==> src/rtl/seven_seg_pkg.sv <==
// Shared types and glyph constants for the seven-segment display reader.
// Glyphs are active-low, bit 0 = segment a through bit 6 = segment g.
package seven_seg_pkg;

  typedef enum logic [1:0] {IDLE, TRACK, HELD} state_t;

  localparam logic [6:0] GLYPH_0     = 7'h40;
  localparam logic [6:0] GLYPH_1     = 7'h79;
  localparam logic [6:0] GLYPH_2     = 7'h24;
  localparam logic [6:0] GLYPH_3     = 7'h30;
  localparam logic [6:0] GLYPH_4     = 7'h19;
  localparam logic [6:0] GLYPH_5     = 7'h12;
  localparam logic [6:0] GLYPH_6     = 7'h02;
  localparam logic [6:0] GLYPH_7     = 7'h78;
  localparam logic [6:0] GLYPH_8     = 7'h00;
  localparam logic [6:0] GLYPH_9     = 7'h10;
  localparam logic [6:0] GLYPH_A     = 7'h08;
  localparam logic [6:0] GLYPH_B     = 7'h03;
  localparam logic [6:0] GLYPH_C     = 7'h46;
  localparam logic [6:0] GLYPH_D     = 7'h21;
  localparam logic [6:0] GLYPH_E     = 7'h06;
  localparam logic [6:0] GLYPH_F     = 7'h0E;
  localparam logic [6:0] GLYPH_BLANK = 7'h7F;

endpackage

==> src/rtl/seg_to_hex.sv <==
// Combinational decode of an active-low segment pattern into a hex nibble,
// flagging whether the pattern is a legal hex glyph or an all-off blank.
module seg_to_hex
  import seven_seg_pkg::*;
(
  input  logic [6:0] seg,
  output logic [3:0] nibble,
  output logic       is_hex,
  output logic       is_blank
);

  always_comb begin
    nibble   = 4'h0;
    is_hex   = 1'b1;
    is_blank = (seg == GLYPH_BLANK);
    case (seg)
      GLYPH_0: nibble = 4'h0;
      GLYPH_1: nibble = 4'h1;
      GLYPH_2: nibble = 4'h2;
      GLYPH_3: nibble = 4'h3;
      GLYPH_4: nibble = 4'h4;
      GLYPH_5: nibble = 4'h5;
      GLYPH_6: nibble = 4'h6;
      GLYPH_7: nibble = 4'h7;
      GLYPH_8: nibble = 4'h8;
      GLYPH_9: nibble = 4'h9;
      GLYPH_A: nibble = 4'hA;
      GLYPH_B: nibble = 4'hB;
      GLYPH_C: nibble = 4'hC;
      GLYPH_D: nibble = 4'hD;
      GLYPH_E: nibble = 4'hE;
      GLYPH_F: nibble = 4'hF;
      default: is_hex = 1'b0;
    endcase
  end

endmodule

==> src/rtl/seven_seg_reader.sv <==
// Snoops a 2-digit multiplexed seven-segment bus and recovers the hex digits,
// capturing a digit once its {an,seg} sample has been stable for STABLE_CYC cycles.
module seven_seg_reader
  import seven_seg_pkg::*;
#(
  parameter int STABLE_CYC = 4
) (
  input  logic       clk,
  input  logic       reset,
  input  logic [6:0] seg,
  input  logic [1:0] an,
  output logic [3:0] digit0,
  output logic [3:0] digit1,
  output logic       valid,
  output logic       upd,
  output logic       err,
  output logic [7:0] err_cnt
);

  localparam logic [3:0] STABLE = 4'(STABLE_CYC);

  state_t     r_state;
  logic [1:0] r_an, r_prev_an;
  logic [6:0] r_seg, r_prev_seg;
  logic [3:0] r_cnt;
  logic [3:0] r_digit0, r_digit1;
  logic       r_seen0, r_seen1;
  logic       r_upd, r_err;
  logic [7:0] r_err_cnt;

  logic [3:0] w_nib;
  logic       w_hex, w_blank, w_legal, w_same;
  logic [3:0] w_cnt_inc;

  seg_to_hex u_dec (
    .seg      (r_seg),
    .nibble   (w_nib),
    .is_hex   (w_hex),
    .is_blank (w_blank)
  );

  assign w_legal   = (r_an == 2'b10) || (r_an == 2'b01);
  assign w_same    = ({r_an, r_seg} == {r_prev_an, r_prev_seg});
  assign w_cnt_inc = r_cnt + 4'd1;

  always_ff @(posedge clk) begin
    if (reset) begin
      r_state    <= IDLE;
      r_an       <= 2'b11;
      r_seg      <= 7'h7F;
      r_prev_an  <= 2'b11;
      r_prev_seg <= 7'h7F;
      r_cnt      <= 4'd0;
      r_digit0   <= 4'h0;
      r_digit1   <= 4'h0;
      r_seen0    <= 1'b0;
      r_seen1    <= 1'b0;
      r_upd      <= 1'b0;
      r_err      <= 1'b0;
      r_err_cnt  <= 8'h00;
    end else begin
      r_an       <= an;
      r_seg      <= seg;
      // Previous sample only feeds the stability compare, so track it every cycle.
      r_prev_an  <= r_an;
      r_prev_seg <= r_seg;
      r_upd      <= 1'b0;
      r_err      <= 1'b0;
      case (r_state)
        IDLE: begin
          if (w_legal) begin
            r_state <= TRACK;
            r_cnt   <= 4'd1;
          end else begin
            r_cnt   <= 4'd0;
          end
        end
        TRACK: begin
          if (!w_legal) begin
            r_state <= IDLE;
            r_cnt   <= 4'd0;
          end else if (!w_same) begin
            r_cnt   <= 4'd1;
          end else begin
            r_cnt <= w_cnt_inc;
            if (w_cnt_inc == STABLE) begin
              r_state <= HELD;
              if (w_hex) begin
                if (r_an == 2'b10) begin
                  r_upd    <= !r_seen0 || (r_digit0 != w_nib);
                  r_digit0 <= w_nib;
                  r_seen0  <= 1'b1;
                end else begin
                  r_upd    <= !r_seen1 || (r_digit1 != w_nib);
                  r_digit1 <= w_nib;
                  r_seen1  <= 1'b1;
                end
              end else if (!w_blank) begin
                r_err <= 1'b1;
                if (r_err_cnt != 8'hFF) r_err_cnt <= r_err_cnt + 8'd1;
              end
            end
          end
        end
        HELD: begin
          if (!w_same) begin
            r_state <= w_legal ? TRACK : IDLE;
            r_cnt   <= w_legal ? 4'd1 : 4'd0;
          end
        end
        default: begin
          r_state <= IDLE;
          r_cnt   <= 4'd0;
        end
      endcase
    end
  end

  assign digit0  = r_digit0;
  assign digit1  = r_digit1;
  assign valid   = r_seen0 & r_seen1;
  assign upd     = r_upd;
  assign err     = r_err;
  assign err_cnt = r_err_cnt;

endmodule

==> config.mk <==
export PLATFORM = sky130hd
export DESIGN_NAME = seven_seg_reader
export DESIGN_NICKNAME = d
export VERILOG_FILES = /design/src/rtl/seven_seg_pkg.sv /design/src/rtl/seg_to_hex.sv /design/src/rtl/seven_seg_reader.sv
export SDC_FILE = /design/constraint.sdc
export NUM_CORES = 1
export LEC_CHECK = 0
export ABC_CLOCK_PERIOD_IN_PS = 3850
export CORE_ASPECT_RATIO = 1.2
export CORE_MARGIN = 5
export CORE_UTILIZATION = 35
export CTS_CLUSTER_SIZE = 25
export DETAILED_ROUTE_END_ITERATION = 10
export HOLD_SLACK_MARGIN = 0.05
export PLACE_DENSITY = 0.59
export RECOVER_POWER = 50
export SLEW_MARGIN = 20
export SYNTH_ARGS = -nofsm -noshare
export SYNTH_HDL_FRONTEND = slang
export SYNTH_SLANG_ARGS = --single-unit
==> constraint.sdc <==
create_clock -name clk -period 3.85 [get_ports clk]
set_input_delay 0.5775 -clock clk [delete_from_list [all_inputs] [get_ports clk]]
set_output_delay 0.5775 -clock clk [all_outputs]
set_load 0.01 [all_outputs]
# Word-level counts from Yosys, hierarchy flattened
# Index checks and enable logic that the tools add are counted.
# classes
add_sub_neg	2
n_mul	0
n_div	0
order_cmp	0
n_eq_ne	29
shifts	0
muxes	16
n_bitwise	8
reduce_logical	14
# ops
op	count
4-bit case mux with 15 select lines	1
7-bit equality test (second input constant)	5
7-bit by 5-bit equality test with 1-bit output (second input constant)	3
7-bit by 6-bit equality test with 1-bit output (second input constant)	3
16-bit OR reduction	1
7-bit by 2-bit equality test with 1-bit output (second input constant)	2
7-bit by 4-bit equality test with 1-bit output (second input constant)	2
4-bit 2-to-1 mux	3
4-bit case mux with 3 select lines	1
6-bit AND reduction	2
6-bit OR reduction	2
2-bit 2-to-1 mux	5
9-bit equality test	1
8-bit by 1-bit adder with 8-bit output (second input constant)	1
4-bit inequality test	2
8-bit inequality test (second input constant)	1
7-bit by 3-bit equality test with 1-bit output (second input constant)	1
7-bit logical NOT	1
1-bit inverter	7
7-bit AND reduction	1
3-bit inequality test (second input constant)	2
2-bit case mux with 3 select lines	1
1-bit 2-to-1 mux	5
4-bit by 1-bit adder with 4-bit output (second input constant)	1
9 further kinds	15
# word_totals
ff_bits	44
latchBits	0
ramBits	0
rom_bits	0
output_inout_bits	19
mem_count	0

# Longest topological paths before layout
# depth
word_depth	6
ltp_mapped	9

# By module
# Synthesis repeated with hierarchy kept, for this count alone.
# unflattened
hier_cells	250
hier_area_um2	2249.7
# by_module_without_submodules
module	n_inst	cells_each	area_per_inst_um2	seq_area_each_um2
seven_seg_reader	1	191	1868.0	880.8
seg_to_hex	1	59	381.6	0.0

# Worst setup path after synthesis
# No wires, ideal clock.
# synth_timing
kind	register to register
from	register r_seg[0]
to	register r_err_cnt[2] (netlist: err_cnt[2])
setup_ns	0.123
arrival_time_ns	2.198
t_required_ns	3.727
setup_slack_ns	1.528
path_stages_with_launch	10
n_path_buf	3
cell_sequence	dfxtp_1 -> buf_6 -> buf_6 -> nor3b_1 -> a22o_1 -> a211oi_4 -> nand4_4 -> buf_2 -> nor3b_1 -> mux2_1
# synth_between
elab_chain_cells	5
elab_cells_between_ends	23
cone_classes	17 x eq/ne; 1 x mux; 2 x bitwise; 3 x reduce/logical
# synth_lines
element	line	rtl
from (decl)	seven_seg_reader.sv:24	logic [6:0] r_seg, r_prev_seg;
from (signal assigned)	seven_seg_reader.sv:63	r_seg <= seg;
7-bit equality test (tied with other cells)	seg_to_hex.sv:16	case (seg)
16-bit OR reduction (no source line)	n/a	
1-bit 2-to-1 mux	seg_to_hex.sv:16	
1-bit inverter (no source line)	n/a	
7-bit AND reduction (no source line) (*)	n/a	
to (signal assigned)	seven_seg_reader.sv:100	if (r_err_cnt != 8'hFF) r_err_cnt <= r_err_cnt + 8'd1;
to (decl)	seven_seg_reader.sv:29	logic [7:0] r_err_cnt;
# Mark *: on every way between the ends. The rest lies on a longest branch, timed or not.
# A chain may end at the register's enable or synchronous reset.

# Worst setup path after layout
# layout_timing
from	register r_seg[2]
to	register r_digit1[0] (netlist: digit1[0])
# layout_between
elab_chain_cells	4
elab_cells_between_ends	21
cone_classes	16 x eq/ne; 2 x mux; 3 x reduce/logical
# layout_lines
element	line	rtl
7-bit equality test (tied with other cells)	seg_to_hex.sv:16	
16-bit OR reduction (no source line)	n/a	
1-bit 2-to-1 mux	seg_to_hex.sv:16	
6-bit AND reduction (no source line)	n/a	
to (signal assigned)	seven_seg_reader.sv:95	r_digit1 <= w_nib;
to (decl)	seven_seg_reader.sv:26	logic [3:0] r_digit0, r_digit1;
# Parallel ways exist; a longest one is shown, timed or not.

==> results.toml <==
[outcome]
status = "finished with violations"
violations = "capacitance limit, slew limit"

[clock_tree]
root_buffer = "clkbuf_8"
cts_tree = "built"
path_clk_slew_ns = 0.09
cts_max_level = 2
clockBufferDepth = 2
postCtsHoldBufs = 0
cts_setup_buffers = 0
cts.sinks = 44
cts_buffers = 5
clk_latency_ns = 0.30
cts-resized-gates = 0

[grt]
antenna_found_initial = 0
grt_use_met3_pct = 2.57
grt.total_usage_pct = 11.8
use_met1_pct = 15.3
grt_first_pass_wirelength_um = 9490
grt_max_degree = 48
top_usage_layer = "met2"
use_met2_pct = 19.4
grt_overflow = 0
grt_pass1_vias = 1985

[timing]
fin_setup_tns_ns = 0
skew_ns = 0.00716
worst_hold_slack_ns = 0.480
hold_viol = 0
fmax_mhz = 340
slew_viol_final = 48
period_share_pct = 76.4
timing.final.crit_period_ns = 2.94
rsz0062_at_grt = "false"
setup_viol = 0
relSlewSlack_pct = -23.9
tightest_slew_ns = 1.86

[route]
drt-pass1-iter-count = 5
drt-total-wl_um = 5550
vias_per_cell = 5.44
num_vias = 2229
antenna_left = 0
drt-initial-drc-count = 165
wl_per_cell_um = 13.5
drcViolationCount = 0

[synthesis]
synthCells = 302
ys.flop_type = "dfxtp_1"
synthArstFlopShare_pct = 0
synth_common_cells = "dfxtp_1, nor2_1, or2_2"
yosysTopAreaCellShare_pct = 32.9
synth_cell_types = 65
syn_area_per_cell_um2 = 8.85
yosysSeqAreaShare_pct = 32.9
ys_top_cells_by_area = "dfxtp_1, or2_2, nor2_1"
synth.ff_latch_count = 44
yosysMostFrequentCell = "dfxtp_1"
syn_area_um2 = 2670
synth_edf_count = 0
yosysTopAreaCell = "dfxtp_1"
ys_warn_count = 0
synth_nets = 317

[floorplanning]
core_um2 = 7580
start_util_pct = 35.3
row_count = 35
num_io_pins = 30
dieWidth_um = 89.8
die_h_um = 106
dieArea_um2 = 9490

[setup_path]
path_class = "reg -> reg"
crit_path_cell_trace = "nand3b_1 -> nor4_1 -> nor3_4 -> a2111oi_4 -> mux2i_1 -> nor2_1"
required_ns = 3.96
worst_setup_path_start_kind = "flop"
cp_slowest_stage_delay_ns = 0.77
crit_fanout = 20
cp-end-kind = "flop"
cp.arrival_ns = 3.05
cpMaxStageDelayCell = "dfxtp_1"

[placement]
dpl.hpwl_um = 3960
globalplace.congestion = 0.753
io_buffers = 29

[final_layout]
final_nets = 332
drive_gt1_share_pct = 12.6
antenna_cells = 0
area_growth_pct = 14.8

[pwr]
cellPowerDensity_nw_per_um2 = 304
ir_drop_mv = 0.150
p_leak_nw = 1.08

[hold_path]
hp-class = "reg -> reg"

[flow_run]
cap_violations = 1
-- flip-flops by register name (all words and copies together) (netlist names) --
signal	cells
digit0	4
digit1	4
err	1
err_cnt	8
r_an	2
r_cnt	4
r_prev_an	2
r_prev_seg	7
r_seen0	1
r_seen1	1
r_seg	7
r_state	2
upd	1
-- layer usage --
| layer | share of wire [%] | up-vias |
|---|---|---|
| met3 | 4.4 | 5 |
| met1 | 45 | 1038 |
| met5 | 0 | - |
| met4 | 1.4 | 0 |
| li1 | - | 1141 |
| met2 | 50 | 45 |
-- layout make-up --
| type | count | area (µm²) |
|---|---|---|
| Clock inverter | 2 | 38.8 |
| Multi-Input combinational cell | 228 | 1630 |
| Tap cell | 92 | 115 |
| Sequential cell | 44 | 881 |
| Clock buffer | 6 | 82.6 |
| Fill cell | 778 | 4510 |
| Inverter | 8 | 30.0 |
| Timing Repair Buffer | 30 | 294 |
-- cells by family (layout without fill, tap and decap cells) --
family,count (synthesis),after routing,share of synthesized area [%]
AND/OR/NAND/NOR,148,148,34.1
XOR/XNOR,12,12,3.93
buffers and inverters,30,46,6.13
multiplexers,10,10,3.88
flip-flops,44,44,32.9
adder cells (fa/ha/maj),4,4,1.87
AO/OA/AOI/OAI,54,54,17.2
-- worst max-delay path, delay by kind of cell (launching register included) --
kind,cells,cell delay (ns)
AND/OR/NAND/NOR,4,1.12
AO/OA/AOI/OAI,1,0.61
flip-flops,1,0.77
multiplexers,1,0.24
-- report_power, final --
group	internal, mW	switching [mW]
clock network	0.212	0.164
logic	0.0354	0.0343
registers	0.465	0.0240
total	0.713	0.222
-- placed cells by master (no fill, tap or decap), types with 6 or more instances in the layout --
cell and n:
dfxtp_1 44, nor2_1 25, or2_2 22, clkdlybuf4s50_1 15, nor3_1 14, dlygate4sd3_1 14
xor2_1 10, a21oi_1 10, nand3_1 9, inv_1 8, nor2b_1 8, and3_1 7
nand2_1 7, mux2i_1 7, nor4_1 6, clkbuf_8 6
-- worst paths after layout --
| check | cells past startpoint | slack (ns) | endpoint | from |
|---|---|---|---|---|
| max | 6 | 0.91 | digit1[0] | r_seg[2] |
| min | 2 | 0.48 | r_cnt[1] | r_cnt[1] |
| max reg2reg | 6 | 0.91 | digit1[0] | r_seg[2] |
| min reg2reg | 2 | 0.48 | r_cnt[1] | r_cnt[1] |
-- metrics by stage --
| step | power (mW) | setup WS (ns) | instances | instance area [µm²] | utilization (%) |
|---|---|---|---|---|---|
| 2_1_floorplan | 0.555 | 1.53 | 302 | 2670 | - |
| 3_3_place_gp | 0.570 | 0.961 | 402 | 2950 | 39.0 |
| 3_5_place_dp | 0.571 | 0.987 | 402 | 2950 | 39.0 |
| 4_1_cts | 0.947 | 0.949 | 410 | 3070 | 40.6 |
| 5_1_grt | 0.974 | 0.507 | 410 | 3070 | 40.5 |
| 6_report | 0.935 | 0.908 | 410 | 3070 | 40.5 |
(Power assumes the default switching activity.)
